==> config.mk <==
export PLATFORM = sky130hd
export DESIGN_NAME = jacaranda_wb_slave_flat
export DESIGN_NICKNAME = d
export VERILOG_FILES = /design/src/rtl/jacaranda_wb_slave_if.sv /design/src/rtl/jacaranda_wb_slave.sv /design/src/flat_wrapper.sv
export SDC_FILE = /design/constraint.sdc
export NUM_CORES = 1
export LEC_CHECK = 0
export CAP_MARGIN = 10
export CORE_MARGIN = 2
export CORE_UTILIZATION = 34
export CTS_CLUSTER_DIAMETER = 60
export DETAILED_ROUTE_END_ITERATION = 10
export PLACE_DENSITY_LB_ADDON = 0.1
export SLEW_MARGIN = 10
export SYNTH_ARGS = -nofsm -noshare
export SYNTH_HDL_FRONTEND = slang
export SYNTH_SLANG_ARGS = --single-unit
==> constraint.sdc <==
create_clock -name wb_clk_i -period 5.4 [get_ports wb_clk_i]
set_input_delay 1.62 -clock wb_clk_i [delete_from_list [all_inputs] [get_ports wb_clk_i]]
set_output_delay 1.62 -clock wb_clk_i [all_outputs]
set_load 0.01 [all_outputs]
==> src/rtl/jacaranda_wb_slave_if.sv <==
// Wishbone classic-cycle bus bundle between the management SoC and the
// jacaranda-8 responder.
interface jacaranda_wb_slave_if;
    logic        wbs_cyc_i;
    logic        wbs_stb_i;
    logic        wbs_we_i;
    logic [3:0]  wbs_sel_i;
    logic [31:0] wbs_adr_i;
    logic [31:0] wbs_dat_i;
    logic        wbs_ack_o;
    logic [31:0] wbs_dat_o;

    modport master (
        output wbs_cyc_i, wbs_stb_i, wbs_we_i, wbs_sel_i, wbs_adr_i, wbs_dat_i,
        input  wbs_ack_o, wbs_dat_o
    );

    modport slave (
        input  wbs_cyc_i, wbs_stb_i, wbs_we_i, wbs_sel_i, wbs_adr_i, wbs_dat_i,
        output wbs_ack_o, wbs_dat_o
    );
endinterface

==> src/rtl/jacaranda_wb_slave.sv <==
// Wishbone responder giving the host access to jacaranda-8 instruction memory,
// data memory and a small control register file (CPU reset, PC readback).
//
// state | meaning
// IDLE  | waiting for a hit in the window
// RD    | memory is returning data for the latched read; ack follows if still strobed
// ACK   | ack (and any write pulse) high for this one cycle
module jacaranda_wb_slave #(
    parameter logic [31:0] BASE_ADDR   = 32'h3000_0000,
    parameter logic [7:0]  SCRATCH_RST = 8'h00
) (
    input  logic                       wb_clk_i,
    input  logic                       wb_rst_i,
    jacaranda_wb_slave_if.slave        wbs,
    output logic [7:0]                 imem_addr,
    output logic [7:0]                 imem_w_data,
    output logic                       imem_w_en,
    input  logic [7:0]                 imem_r_data,
    output logic [7:0]                 dmem_addr,
    output logic [7:0]                 dmem_w_data,
    output logic                       dmem_w_en,
    input  logic [7:0]                 dmem_r_data,
    input  logic [7:0]                 cpu_pc,
    output logic                       cpu_reset
);

    typedef enum logic [1:0] {IDLE, RD, ACK} state_t;

    localparam logic [1:0] RGN_IMEM = 2'b00;
    localparam logic [1:0] RGN_DMEM = 2'b01;
    localparam logic [1:0] RGN_REG  = 2'b10;

    localparam logic [1:0] OFF_CTRL    = 2'd0;
    localparam logic [1:0] OFF_STATUS  = 2'd1;
    localparam logic [1:0] OFF_SCRATCH = 2'd2;

    state_t      state;
    logic        ctrl;
    logic [7:0]  scratch;
    logic [1:0]  rd_region;
    logic [1:0]  rd_off;
    logic        ack_q;
    logic [8:0]  dat_q;
    logic [8:0]  rd_mux;
    logic        hit;
    logic        strobed;
    logic [1:0]  region;
    logic [1:0]  reg_off;
    logic        unused_bits;

    assign strobed = wbs.wbs_cyc_i & wbs.wbs_stb_i;
    assign hit     = strobed & (wbs.wbs_adr_i[31:12] == BASE_ADDR[31:12]);
    assign region  = wbs.wbs_adr_i[11:10];
    assign reg_off = wbs.wbs_adr_i[3:2];

    assign imem_addr   = wbs.wbs_adr_i[9:2];
    assign dmem_addr   = wbs.wbs_adr_i[9:2];
    assign imem_w_data = wbs.wbs_dat_i[7:0];
    assign dmem_w_data = wbs.wbs_dat_i[7:0];

    assign wbs.wbs_ack_o = ack_q;
    assign wbs.wbs_dat_o = {23'b0, dat_q};
    assign cpu_reset     = ctrl;

    // Only byte lane 0 and word-aligned addresses carry meaning.
    assign unused_bits = ^{wbs.wbs_sel_i[3:1], wbs.wbs_adr_i[1:0], wbs.wbs_dat_i[31:8]};

    // Read data selected by the region/offset latched when the read was accepted.
    always_comb begin
        rd_mux = 9'd0;
        case (rd_region)
            RGN_IMEM: rd_mux = {1'b0, imem_r_data};
            RGN_DMEM: rd_mux = {1'b0, dmem_r_data};
            RGN_REG: begin
                case (rd_off)
                    OFF_CTRL:    rd_mux = {8'd0, ctrl};
                    OFF_STATUS:  rd_mux = {~ctrl, cpu_pc};
                    OFF_SCRATCH: rd_mux = {1'b0, scratch};
                    default:     rd_mux = 9'd0;
                endcase
            end
            default: rd_mux = 9'd0;
        endcase
    end

    // Bus FSM with registered ack, read data, write pulses and control registers.
    always_ff @(posedge wb_clk_i or posedge wb_rst_i) begin
        if (wb_rst_i) begin
            state     <= IDLE;
            ack_q     <= 1'b0;
            dat_q     <= 9'd0;
            imem_w_en <= 1'b0;
            dmem_w_en <= 1'b0;
            ctrl      <= 1'b1;
            scratch   <= SCRATCH_RST;
            rd_region <= 2'b00;
            rd_off    <= 2'b00;
        end else begin
            case (state)
                IDLE: begin
                    if (hit && wbs.wbs_we_i) begin
                        state <= ACK;
                        ack_q <= 1'b1;
                        if (wbs.wbs_sel_i[0]) begin
                            // Memory writes are only allowed while the CPU is held.
                            if (region == RGN_IMEM && ctrl) imem_w_en <= 1'b1;
                            if (region == RGN_DMEM && ctrl) dmem_w_en <= 1'b1;
                            if (region == RGN_REG && reg_off == OFF_CTRL)    ctrl    <= wbs.wbs_dat_i[0];
                            if (region == RGN_REG && reg_off == OFF_SCRATCH) scratch <= wbs.wbs_dat_i[7:0];
                        end
                    end else if (hit) begin
                        state     <= RD;
                        rd_region <= region;
                        rd_off    <= reg_off;
                    end
                end
                RD: begin
                    if (strobed) begin
                        dat_q <= rd_mux;
                        ack_q <= 1'b1;
                        state <= ACK;
                    end else begin
                        state <= IDLE;
                    end
                end
                ACK: begin
                    ack_q     <= 1'b0;
                    imem_w_en <= 1'b0;
                    dmem_w_en <= 1'b0;
                    state     <= IDLE;
                end
                default: state <= IDLE;
            endcase
        end
    end

endmodule

==> src/flat_wrapper.sv <==
// flat-port wrapper written by rule: the top's interface ports become plain ports
module jacaranda_wb_slave_flat 
#(
    parameter logic [31:0] BASE_ADDR   = 32'h3000_0000,
    parameter logic [7:0]  SCRATCH_RST = 8'h00
)
  (wb_clk_i, wb_rst_i, imem_addr, imem_w_data, imem_w_en, imem_r_data, dmem_addr, dmem_w_data, dmem_w_en, dmem_r_data, cpu_pc, cpu_reset, wbs_wbs_cyc_i, wbs_wbs_stb_i, wbs_wbs_we_i, wbs_wbs_sel_i, wbs_wbs_adr_i, wbs_wbs_dat_i, wbs_wbs_ack_o, wbs_wbs_dat_o);
  jacaranda_wb_slave_if wbs_i ();
  input  logic wb_clk_i;
  input  logic wb_rst_i;
  output logic [7:0] imem_addr;
  output logic [7:0] imem_w_data;
  output logic imem_w_en;
  input  logic [7:0] imem_r_data;
  output logic [7:0] dmem_addr;
  output logic [7:0] dmem_w_data;
  output logic dmem_w_en;
  input  logic [7:0] dmem_r_data;
  input  logic [7:0] cpu_pc;
  output logic cpu_reset;
  input wire logic [$bits(wbs_i.wbs_cyc_i)-1:0] wbs_wbs_cyc_i;
  input wire logic [$bits(wbs_i.wbs_stb_i)-1:0] wbs_wbs_stb_i;
  input wire logic [$bits(wbs_i.wbs_we_i)-1:0] wbs_wbs_we_i;
  input wire logic [$bits(wbs_i.wbs_sel_i)-1:0] wbs_wbs_sel_i;
  input wire logic [$bits(wbs_i.wbs_adr_i)-1:0] wbs_wbs_adr_i;
  input wire logic [$bits(wbs_i.wbs_dat_i)-1:0] wbs_wbs_dat_i;
  output wire logic [$bits(wbs_i.wbs_ack_o)-1:0] wbs_wbs_ack_o;
  output wire logic [$bits(wbs_i.wbs_dat_o)-1:0] wbs_wbs_dat_o;
  assign wbs_i.wbs_cyc_i = wbs_wbs_cyc_i;
  assign wbs_i.wbs_stb_i = wbs_wbs_stb_i;
  assign wbs_i.wbs_we_i = wbs_wbs_we_i;
  assign wbs_i.wbs_sel_i = wbs_wbs_sel_i;
  assign wbs_i.wbs_adr_i = wbs_wbs_adr_i;
  assign wbs_i.wbs_dat_i = wbs_wbs_dat_i;
  assign wbs_wbs_ack_o = wbs_i.wbs_ack_o;
  assign wbs_wbs_dat_o = wbs_i.wbs_dat_o;
  jacaranda_wb_slave #(.BASE_ADDR(BASE_ADDR), .SCRATCH_RST(SCRATCH_RST)) u_core (.wb_clk_i(wb_clk_i), .wb_rst_i(wb_rst_i), .wbs(wbs_i), .imem_addr(imem_addr), .imem_w_data(imem_w_data), .imem_w_en(imem_w_en), .imem_r_data(imem_r_data), .dmem_addr(dmem_addr), .dmem_w_data(dmem_w_data), .dmem_w_en(dmem_w_en), .dmem_r_data(dmem_r_data), .cpu_pc(cpu_pc), .cpu_reset(cpu_reset));
endmodule
Word level (Yosys, flattened, before mapping):

Cells that the tools add are included.
Widths: inputs -> output; s select.

* logic and storage cells: 65
* register bits after elaboration: 27
* bits of input ports: 97

* eq/ne operators: 16
* bitwise operators: 4
* muxes and demuxes: 17
* reductions and logical operators: 19

Operators with widths (number)
* $pmux 9 s3: 2
* $eq 20x18->1 const B: 1
* $reduce_and 4->1: 4
* $eq 2x2->1 const B: 5
* $logic_not 2->1: 5
* $eq 2x1->1 const B: 4
* $mux 1: 8
* $ne 2x1->1 const B: 4
* $mux 2: 3
* $reduce_and 3->1: 2
* $logic_and 1x1->1: 5
* $pmux 1 s2: 2
* $pmux 2 s2: 1
* $ne 3x1->1 const B: 1
* $pmux 1 s3: 1
* $reduce_bool 3->1: 1
* $and 1x1->1: 2
* $ne 2x2->1 const B: 1
* $not 1->1: 2
* $reduce_and 2->1: 1
* $reduce_bool 2->1: 1

Depth between registers and ports, before layout:

Gate-level depths: netlist (run 1).

* depth in word-level cells: 6
* gate-level depth with buffers: 6

Worst setup path after synthesis (run 1):

No wires, ideal clock.

* path type: in2out
* start point: input port wbs_wbs_adr_i[2]
* end point: output port dmem_addr[0]
* arrival time: 1.739 ns
* buffers on the path: 1
* data required time: 3.780 ns
* slack: 2.041 ns
* stages: 1
* cell sequence: buf_4

RTL lines
* start, declared: RTL line flat_wrapper.sv:25 `input wire logic [$bits(wbs_i.wbs_adr_i)-1:0] wbs_wbs_adr_i;`
* end, declared: RTL line flat_wrapper.sv:15 `output logic [7:0] dmem_addr;`

No word-level cell between the ends.

Worst setup path after layout (run 1):

* start point: input port wbs_wbs_adr_i[3]
* end point: output port imem_addr[1]

RTL lines
* end, declared: RTL line flat_wrapper.sv:11 `output logic [7:0] imem_addr;`

No word-level cell between the ends.

==> results of run 1 <==
==> per-stage QoR <==
step                util [%]  power (mW)  worst slack (ns)  cell area [um2]  hold slack, ns
floorplan                  -      0.2605             2.041             1924          0.4814
global placement       48.57      0.2939             1.032             2512          0.4618
detailed placement     48.57      0.2944             1.029             2512          0.4730
CTS                    49.47      0.4115             1.028             2559          0.4957
global route           49.47      0.4241            0.9573             2559          0.5277
finish                 49.47      0.4041             1.033             2559          0.4881
==> area by class of cell <==
type	count	area (um2)	share of cell area, %
Timing Repair Buffer	94	940.9	36.77
Multi-Input combinational cell	116	795.8	31.10
Sequential cell	27	676.9	26.45
Tap cell	70	87.58	3.423
Clock buffer	3	41.29	1.614
Inverter	3	11.26	0.4401
Clock inverter	1	5.005	0.1956
==> routing by layer <==
layer / vias to the layer above / GRT usage (%)
li1: 701 / -
met1: 660 / 19.05
met2: 61 / 24.22
met3: 2 / 4.419
met4: 0 / 3.214
met5: - / 0
==> logic make-up (layout without fill, tap and decap cells) <==
| kind of cell | Yosys count | count (layout) | share of synthesized area, % |
|---|---|---|---|
| compound gates | 29 | 29 | 11.28 |
| buf+inv | 65 | 101 | 24.52 |
| other cells | 1 | 23 | 0.2036 |
| simple gates | 42 | 42 | 14.40 |
| flops | 27 | 27 | 36.75 |
| mux | 22 | 22 | 12.84 |
==> power by group <==
group,switching [mW],internal (mW),total [mW]
sequential,0.000000669,0.202,0.202
clock,0.0621,0.0517,0.114
combinational,0.0322,0.0560,0.0882
total,0.0943,0.310,0.404
==> registers in the layout (all words and copies together), names as in the netlist <==
signal                cells
u_core.cpu_reset          1
u_core.dat_q              9
u_core.dmem_w_en          1
u_core.imem_w_en          1
u_core.rd_off             2
u_core.rd_region          2
u_core.scratch            8
u_core.state              2
u_core.wbs.wbs_ack_o      1
==> worst paths after layout <==
kind                                             to  slack, ns  depth (start not counted)
worst max-delay path                   imem_addr[1]       1.03                          2
worst min-delay path                u_core.dat_q[2]       0.49                          2
worst max register to register    u_core.scratch[0]       3.52                          4
worst min register to register      u_core.dat_q[2]       0.49                          2
max in group asynchronous       u_core.rd_region[0]       2.89                          2
min in group asynchronous         u_core.scratch[7]       1.89                          2
==> cell usage in the layout (no fill, tap or decap), types with 2 or more instances in the layout <==
cell type and instances:
a22oi_1 7, conb_1 23, nand4_1 3, o21ai_0 8, clkdlybuf4s50_1 94, mux2_2 13
inv_1 3, nand2_1 11, o21a_1 2, nand4b_1 2, dfrtp_1 26, o22a_1 7
nor3_1 4, nor2_1 2, mux2i_1 9, nand2b_1 2, clkbuf_8 3, nor4_1 6
nor2b_1 2
==> results.ini, run 1 <==
[run_status]
status=completed

[synthesis]
seq_area_frac_synth_pct=36.75
syn_inst=186
ys.warnings.count=0
ys_types=36
synth_edf_count=0
async_flop_share_pct=100.0
synth_top_cell_by_area=dfrtp_1
yosys.area.top_type_share_pct=35.33
yosysMostFrequentCell=buf_4
syn-cell-area_um2=1842
synth_area_leaders=dfrtp_1, buf_4, mux2_2
synthFlopType=dfrtp_1
ys_ff_latch=27
synth_common_cells=buf_4, dfrtp_1, mux2_2, nand2_1, mux2i_1
avgSynthCellArea_um2=9.902

[clocking]
cts_buffer_depth=2
cts_sinks=27
postCtsSetupRepairBufs=0
clk_pin_slew_worst_paths_ns=0.09
cts_tree=built
ctsResizeCount=0
cts-buffers-inserted=3
clk_latency_ns=0.27
postCtsHoldBufs=0
cts_root_buf=clkbuf_8
cts-htree-levels=1

[grt]
track_usage_pct=14.72
grt_pass1_wl_um=7031
grt_pass1_vias=1466
grt_max_degree=28
antenna_found_initial=0
grt_overflow=0

[place]
place_inst=310
gp_congestion=0.7416
port-buffer-count=94
hpwl_um=3570

[floorplan]
fp.dieArea_um2=6022
ios=165
core_um2=5172
fp.dieH_um=77.60
initial_utilization_pct=35.61
die_width_um=77.60
num_rows=26

[critical_path]
cpPeakStageDelay_ns=0.57
r2r-start=u_core.state[1]
path_cells=clkdlybuf4s50_1 > clkdlybuf4s50_1
required_ns=3.78
critPathArrivalTime_ns=2.75
cp-start-kind=input pin
endpoint_kind=primary output
crit_top_cell=clkdlybuf4s50_1
critical_path_class=input pin to primary output
crit_path_start=wbs_wbs_adr_i[3]
path_delay_family=buffers and inverters
critPathBufInv=2
crit_path_top_delay_cell=clkdlybuf4s50_1
crit_fanout=5

[timing]
period_needed_ns=4.367
drv_slew=0
relSlewSlack_pct=31.28
skew_ns=0.003980
tightest_slew_ns=1.030
setup_tns_ns=0
setup_violations=0
hold_viol=0
fin_crit_sh_pct=80.87
max_freq_ghz=0.2290
rsz0062_at_grt=false

[pwr]
irDropWorstVdd_v=0.0001188
leakage_nw=1.044
p_per_area_nw_per_um2=157.9

[routing]
num_vias=1424
drt-total-wl_um=4271
wl_met3_um=247
detailedRoute.firstIterationViolations=39
drc=0
ant_nets=0
wl_per_cell_um=13.60
met1_length_um=1862
highest_layer=met4
dr_wl_met2_um=2144
firstDrtPassIters=4
viasPerCell=4.535

[finish]
syn_to_final_growth_pct=38.93
nets=342
antennaDiodeCount=0
drive_gt1_share_pct=9.836
n_fill_cell=515
final_cells=314

[min_path]
hold_path_class=register to register
min_from=u_core.dat_q[2]

[run]
drv_cap=0

Power figures use the tool's default switching activity.
==> run 2: changes to the inputs <==
--- a/config.mk
+++ b/config.mk
@@ -7,7 +7,7 @@
 export LEC_CHECK = 0
 export CAP_MARGIN = 10
 export CORE_MARGIN = 2
-export CORE_UTILIZATION = 34
+export CORE_UTILIZATION = 28
 export CTS_CLUSTER_DIAMETER = 60
 export DETAILED_ROUTE_END_ITERATION = 10
 export PLACE_DENSITY_LB_ADDON = 0.1
==> constraint.sdc (replaced) <==
create_clock -name wb_clk_i -period 3.6 [get_ports wb_clk_i]
set_input_delay 1.08 -clock wb_clk_i [delete_from_list [all_inputs] [get_ports wb_clk_i]]
set_output_delay 1.08 -clock wb_clk_i [all_outputs]
set_load 0.01 [all_outputs]
==> run 2 against run 1 <==
Net effect:
- design area rose by 1.2%
- first-iteration DRC count up 100%
- largest power group unchanged
- die area increased by 20%
- worst setup slack got worse by 0.71 ns
- critical path type unchanged
==> results.ini, run 2 (synthesis gave the netlist of run 1 again) <==
[run_status]
status=completed

[finish]
largest_reg_flops=9  ; unchanged
layout_commonest_cell=clkdlybuf4s50_1
syn_to_final_growth_pct=40.62
stdcell_area_um2=2590  ; +1.2%
seq_area_um2=676.9  ; unchanged
max_flop_register=u_core.dat_q
nets=345  ; +0.88%
final_cell_mix=clkdlybuf4s50_1, dfrtp_1, conb_1
reg_top3=u_core.dat_q (9), u_core.scratch (8)
final_cells=324  ; +3.2%
drive_gt1_share_pct=10.93  ; +1.1 points
antennaDiodeCount=0  ; unchanged
n_fill_cell=645  ; +25%
multi_input_area_um2=795.8  ; unchanged
fin_util_pct=40.79  ; -8.7 points

[clocking]
cts-htree-levels=1  ; unchanged
clk_latency_ns=0.27  ; about the same
postCtsSetupRepairBufs=0  ; unchanged
cts_sinks=27  ; unchanged
clk_pin_slew_worst_paths_ns=0.09  ; about the same
cts_buffer_depth=2  ; unchanged
cts_tree=built
ctsResizeCount=0  ; unchanged
cts_root_buf=clkbuf_8
postCtsHoldBufs=0  ; unchanged
cts-buffers-inserted=3  ; unchanged

[grt]
grt_pass1_vias=1389  ; -5.3%
grt_max_degree=21  ; -25%
antenna_found_initial=0  ; unchanged
grt_overflow=0  ; unchanged
grt_pass1_wl_um=6982  ; -0.70%
track_usage_pct=12.26  ; -2.5 points

[critical_path]
endpoint_kind=primary output
critical_path_class=input pin to primary output
path_cells=clkdlybuf4s50_1 > clkdlybuf4s50_1
crit_top_cell=clkdlybuf4s50_1
critPathArrivalTime_ns=2.20  ; -0.55 ns
crit_fanout=5  ; unchanged
cp-start-kind=input pin
required_ns=2.52  ; -1.26 ns
path_delay_family=buffers and inverters
crit_path_top_delay_cell=clkdlybuf4s50_1
cpPeakStageDelay_ns=0.57  ; about the same
critPathBufInv=2  ; unchanged

[floorplan]
fp.dieH_um=85.11  ; +9.7%
initial_utilization_pct=29.00  ; -6.6 points
ios=165  ; unchanged
core_um2=6350  ; +23%
fp.dieArea_um2=7243  ; +20%
die_width_um=85.11  ; +9.7%
num_rows=29  ; +12%

[pwr]
seq_power_share_pct=50.0  ; about the same
p_sw_share_pct=23.14  ; -0.20 points
pwr-share-comb_pct=22.0  ; +0.2 points
power.switching_mw=0.1403  ; +49%
leakage_nw=1.058  ; +1.3%
total_power_mw=0.6063  ; +50%
irDropWorstVdd_v=0.0001411  ; +19%
p_int_mw=0.4660  ; +50%
p_per_area_nw_per_um2=234.1  ; +48%
pwr-share-clk_pct=28.0  ; -0.2 points

[timing]
drv_slew=0  ; unchanged
rsz0062_at_grt=false
relSlewSlack_pct=52.88  ; +22 points
max_freq_ghz=0.3047
tightest_slew_ns=0.7060  ; -0.3237 ns
skew_ns=0.002099  ; -0.001881 ns
period_needed_ns=3.282
setup_tns_ns=0  ; unchanged
hold_viol=0  ; unchanged
fin_crit_sh_pct=91.16
setup_violations=0  ; unchanged

[place]
gp_congestion=0.7478  ; +0.84%
place_inst=320  ; +3.2%
place_area_um2=2544  ; +1.2%
port-buffer-count=94  ; unchanged
hpwl_um=3683  ; +3.2%

[routing]
num_vias=1419  ; -0.35%
wl_per_cell_um=13.67  ; +0.52%
drc=0  ; unchanged
firstDrtPassIters=4  ; unchanged
drt-total-wl_um=4430  ; +3.7%
viasPerCell=4.380  ; -3.4%
detailedRoute.firstIterationViolations=79  ; +100%
ant_nets=0  ; unchanged

[min_path]
hold_path_class=register to register

[run]
drv_cap=0  ; unchanged

run 2: cell count changes in the layout (fill, tap and decap cells not counted):
cell   change
buf_4      +3
run 2: routing by layer:
| layer | vias to the layer above | wire (um) | part of all wire (%) | track usage [%] |
|---|---|---|---|---|
| li1 | 712 | - | - | - |
| met1 | 647 | 2002 | 45 | 16.75 |
| met2 | 56 | 2129 | 48 | 20.31 |
| met3 | 4 | 259 | 5.8 | 2.529 |
| met4 | 0 | 39 | 0.88 | 2.165 |
| met5 | - | 0 | 0 | 0 |
run 2: cell type report:
cell class | instances | share of cell area, %
timing repair buffer | 97 | 37.20
multi-input combinational | 116 | 30.72
sequential | 27 | 26.14
tap | 77 | 3.720
clock buffer | 3 | 1.594
inverter | 3 | 0.4348
clock inverter | 1 | 0.1932
run 2: final timing paths:
path | start | end | slack, ns | depth (start not counted)
setup / recovery | wbs_wbs_adr_i[3] | dmem_addr[1] | 0.32 | 2
hold / removal | u_core.dat_q[0] | u_core.dat_q[0] | 0.48 | 2
setup reg to reg | u_core.state[1] | u_core.scratch[5] | 1.68 | 4
hold reg to reg | u_core.dat_q[0] | u_core.dat_q[0] | 0.48 | 2
max in group asynchronous | wb_rst_i | u_core.scratch[5] | 1.82 | 3
min in group asynchronous | wb_rst_i | u_core.dat_q[4] | 1.22 | 2
run 2: stage by stage:
stage | hold slack, ns | setup slack, ns
detailed placement | 0.4725 | 0.3032
finish | 0.4843 | 0.3183
floorplan | 0.4814 | 1.132
global placement | 0.4663 | 0.3200
global route | 0.5200 | 0.2900
CTS | 0.4946 | 0.2988
run 2: power by group through the flow:
stage	sequential [mW]	combinational [mW]	clock (mW)
floorplan	0.309	0.0817	0
global placement	0.309	0.134	0
detailed placement	0.309	0.134	0
CTS	0.303	0.135	0.181
global route	0.303	0.144	0.192
finish	0.303	0.133	0.170
==> run 3: changes to the inputs <==
==> constraint.sdc (replaced) <==
create_clock -name wb_clk_i -period 2.6 [get_ports wb_clk_i]
set_input_delay 0.78 -clock wb_clk_i [delete_from_list [all_inputs] [get_ports wb_clk_i]]
set_output_delay 0.78 -clock wb_clk_i [all_outputs]
set_load 0.01 [all_outputs]
==> run 3 against run 2 <==
Net effect:
- die area is the same
- sequential share of layout area shrank 1.3 points
- clock power is 41% higher
- global-route usage shrank 0.24 points
- worst hold slack gained 0.013 ns
- critical path type is now input pin to register
- largest cell class unchanged
- largest power group unchanged
==> results.ini, run 3 (synthesis gave the netlist of run 1 again) <==
[place]
gp_congestion=0.7198  ; -3.7%
port-buffer-count=94  ; unchanged
hpwl_um=3663  ; -0.54%
post-place-ws_ns=-0.09436  ; -0.3976 ns
place_area_um2=2676  ; +5.2%

[routing]
wl_per_cell_um=12.95  ; -5.3%
drt-total-wl_um=4403  ; -0.61%
drc=0  ; unchanged
num_vias=1462  ; +3.0%
ant_nets=0  ; unchanged
firstDrtPassIters=4  ; unchanged
detailedRoute.firstIterationViolations=60  ; -24%
viasPerCell=4.300  ; -1.8%

[timing]
fin_crit_sh_pct=91.10
drv_slew=0  ; unchanged
hold_viol=0  ; unchanged
relSlewSlack_pct=61.82  ; +8.9 points
setup_tns_ns=0  ; unchanged
period_needed_ns=2.369
max_freq_ghz=0.4222
rsz0062_at_grt=false
tightest_slew_ns=0.5715  ; -0.1345 ns
setup_ws_ns=0.2314  ; -0.08688 ns
setup_violations=0  ; unchanged
skew_ns=0.007486  ; +0.005387 ns

[floorplan]
num_rows=29  ; unchanged
fp.dieArea_um2=7243  ; unchanged
ios=165  ; unchanged
initial_utilization_pct=29.00  ; unchanged
die_width_um=85.11  ; unchanged
core_um2=6350  ; unchanged
fp.dieH_um=85.11  ; unchanged

[finish]
stdcell_area_um2=2726  ; +5.3%
seq_area_um2=676.9  ; unchanged
fin_util_pct=42.94  ; +2.1 points
syn_to_final_growth_pct=48.03
largest_reg_flops=9  ; unchanged
drive_gt1_share_pct=16.35  ; +5.4 points
n_fill_cell=650  ; +0.78%
max_flop_register=u_core.dat_q
final_cell_mix=clkdlybuf4s50_1, dfrtp_1, conb_1
antennaDiodeCount=0  ; unchanged
multi_input_area_um2=795.8  ; unchanged
layout_commonest_cell=clkdlybuf4s50_1
nets=361  ; +4.6%
reg_top3=u_core.dat_q (9), u_core.scratch (8)

[clocking]
cts_buffer_depth=2  ; unchanged
postCtsSetupRepairBufs=0  ; unchanged
cts_sinks=27  ; unchanged
cts_root_buf=clkbuf_8
cts-buffers-inserted=3  ; unchanged
cts_tree=built
clk_pin_slew_worst_paths_ns=0.10  ; about the same
clk_latency_ns=0.27  ; about the same
postCtsHoldBufs=0  ; unchanged
cts-htree-levels=1  ; unchanged

[pwr]
total_power_mw=0.8466  ; +40%
p_per_area_nw_per_um2=310.5  ; +33%
irDropWorstVdd_v=0.0001762  ; +25%
leakage_nw=1.217  ; +15%

[critical_path]
crit_fanout=3  ; -2
cp-start-kind=input pin
required_ns=2.80  ; +0.28 ns
endpoint_kind=register
critPathArrivalTime_ns=2.57  ; +0.37 ns
critical_path_class=input pin to register

[min_path]
hold_path_class=register to register

[grt]
grt_pass1_wl_um=6962  ; -0.29%
track_usage_pct=12.01  ; -0.24 points
grt_overflow=0  ; unchanged
antenna_found_initial=0  ; unchanged
grt_max_degree=28  ; +33%
grt_pass1_vias=1422  ; +2.4%

[run_status]
status=completed

[run]
drv_cap=0  ; unchanged

## run 3: what timing repair did
action	4_1_cts	5_1_grt
setup endpoints to repair	17	7
gates resized for setup	13	7
cloned	0	0
## run 3: where the power goes
part	internal, mW	switching, mW
sequential	0.420	0.00000136
clock	0.109	0.132
combinational	0.119	0.0675
## run 3: layer usage
layer	global-route usage (%)	wire, um	vias up
li1	-	-	745
met1	16.57	2027	657
met2	19.60	2069	58
met3	2.626	277	2
met4	2.165	29	0
met5	0	0	-
## run 3: layout make-up
type                       instances  area share, %
clock buffer                       3          1.514
sequential                        27          24.83
inverter                           3         0.4130
timing repair buffer             113          40.25
tap                               77          3.534
multi-input combinational        116          29.19
clock inverter                     1         0.2754
## run 3: worst paths after layout
| kind | end | depth (start not counted) | slack [ns] | from |
|---|---|---|---|---|
| max | u_core.cpu_reset | 6 | 0.23 | wbs_wbs_adr_i[12] |
| min | u_core.wbs.wbs_ack_o | 2 | 0.50 | u_core.wbs.wbs_ack_o |
| max reg2reg | u_core.scratch[6] | 5 | 0.76 | u_core.state[1] |
| min reg2reg | u_core.wbs.wbs_ack_o | 2 | 0.50 | u_core.wbs.wbs_ack_o |
| max in group asynchronous | u_core.cpu_reset | 3 | 1.43 | wb_rst_i |
| min in group asynchronous | u_core.dat_q[0] | 3 | 0.86 | wb_rst_i |
## run 3: stage by stage
step	hold WS (ns)	instances
2_1_floorplan	0.4814	208
3_3_place_gp	0.4679	336
3_5_place_dp	0.4797	336
4_1_cts	0.5027	340
5_1_grt	0.5272	340
6_report	0.4968	340
## run 3: worst max-delay path, stage by stage
cell and delay (ns):
clkdlybuf4s50_1 0.43, nor4_1 0.36, nand4_2 0.19, buf_4 0.18
nor3_1 0.27, mux2_2 0.37
==> RTL change: new RTL, flow settings as in run 3 <==
Encoding of `state_t`: now one-hot (3 bits for 3 states).
--- a/src/rtl/jacaranda_wb_slave.sv
+++ b/src/rtl/jacaranda_wb_slave.sv
@@ -24,7 +24,7 @@
     output logic                       cpu_reset
 );
 
-    typedef enum logic [1:0] {IDLE, RD, ACK} state_t;
+    typedef enum logic [2:0] {IDLE = 3'b001, RD = 3'b010, ACK = 3'b100} state_t;
 
     localparam logic [1:0] RGN_IMEM = 2'b00;
     localparam logic [1:0] RGN_DMEM = 2'b01;
Function: no difference found for any inputs over 10 cycles, from zero or initial values and one cycle with wb_rst_i high; not proved beyond that.
==> RTL change against run 3 <==
Power rose by 14%. Sequential cell count rose by 1. Worst setup slack worse by 45 ps. Sequential power rose by 4%. Sequential share of layout area grew 0.86 points. Non-clock buffer count stayed put. Cell area grew 0.41%. Synthesized area increased by 0.14%. Routed wire length is 2.7% higher. Critical endpoint is now u_core.scratch[6].
==> RTL change: results (changes against run 3) <==
Final nets -> 356 (-1.4%)
DP Area -> 2680 um^2 (+0.14%)
Largest regs -> u_core.dat_q: 9 flops, u_core.scratch: 8 flops, u_core.state: 3 flops
Max incr delay on CP -> 440 ps
Post-DP HPWL -> 3656 um (-0.20%)
Crit-path slowest cell -> clkdlybuf4s50_1
Clock Path Buffers -> 2 (unchanged)
Share of cells above drive strength 1 -> 16.28% (-0.071 points)
Vias per cell -> 4.439 (+3.2%)
Leakage -> 1.235 nW (+1.5%)
Outcome -> complete, no violations
Initial antenna violation count -> 0 (unchanged)
Largest net degree at the start of global routing -> 29 (+3.6%)
Final Max Tran Viols -> 0 (unchanged)
Critical path arrival -> 2580 ps (about the same)
Global-route wire length before repair -> 7293 um (+4.8%)
Fill count -> 638 (-1.8%)
Crit-path max FO -> 8 (+5)
CTS buffer count -> 3 (unchanged)
Netlist cell types -> 31 (-14%)
Final setup skew -> 11.88 ps (+4.392 ps)
FFs w/ async S/R, synth -> 100.0% (unchanged)
PwrDens -> 352.0 nW/um^2 (+13%)
Ys Warns -> 0 (unchanged)
H-tree Lvls -> 1 (unchanged)
Hold path cells -> 1 (-1)
Register area share after synthesis -> 38.13% (+1.4 points)
Reg2Reg Depth -> 6 (+1)
Drt first-iter violations -> 48 (-20%)
Least-Margin Pin Slew -> 631.7 ps (+60.15 ps)
Post_cts resized -> 17 (+4)
Synth top area cells -> dfrtp_1, buf_4, mux2_2
Reg clk slew, reported paths -> 100 ps (about the same)
Vias in the first global route -> 1540 (+8.3%)
Antenna cell count -> 0 (unchanged)
Crit-path leading delay family -> buffers and inverters
Commonest cells post-synth -> buf_4, dfrtp_1, mux2_2
Routed length per instance -> 13.50 um (+4.3%)
Hold Path Class -> reg2reg
GPL Wtd Cong -> 0.7127 (-0.99%)
Peak VDD IR -> 0.1841 mV (+4.5%)
Gr usage total -> 12.48% (+0.47 points)
Post-place setup slack -> -117.9 ps (-23.51 ps)
-- RTL change: power breakdown --
group          internal, W   switching, W
registers         0.000435  0.00000000119
clock network     0.000206       0.000144
logic             0.000113      0.0000651
-- RTL change: per-layer routing --
layer  vias to the layer above  wire, um  track usage [%]  part of all wire [%]
met5                         -         0                0                     0
met1                       671      1852            15.04                    41
met4                         0        46            3.608                   1.0
li1                        720         -                -                     -
met2                        92      2001            19.96                    44
met3                         4       624            5.837                    14
-- RTL change: through the flow --
step,TNS (ps),std cells
6_report,0,335
5_1_grt,0,335
4_1_cts,0,335
3_5_place_dp,-1175,331
3_3_place_gp,-1743,331
2_1_floorplan,0,203
-- RTL change: logic make-up (layout without fill, tap and decap cells) --
family / after synthesis / in the layout / synth area share (%)
buffers and inverters: 67 / 122 / 24.83
flip-flops: 28 / 28 / 38.13
multiplexers: 22 / 22 / 12.82
AND/OR/NAND/NOR: 35 / 35 / 12.42
AO/OA/AOI/OAI: 28 / 28 / 11.60
other: 1 / 23 / 0.2033
-- RTL change: area by class of cell --
cell class	count	share of cell area (%)
well taps	77	3.519
clock buffers	3	1.508
flip-flops and latches	28	25.69
clock inverters	1	1.097
inverters	5	0.6856
multi-input cells	108	27.97
repair buffers	113	39.53
-- RTL change: worst paths after layout --
check / slack (ps) / from / endpoint
worst max-delay path: 190 / wbs_wbs_adr_i[28] / u_core.scratch[6]
worst min-delay path: 500 / u_core.imem_w_en / u_core.imem_w_en
worst max register to register: 670 / u_core.state[0] / u_core.scratch[6]
worst min register to register: 500 / u_core.imem_w_en / u_core.imem_w_en
max in group asynchronous: 1420 / wb_rst_i / u_core.cpu_reset
min in group asynchronous: 860 / wb_rst_i / u_core.dat_q[3]
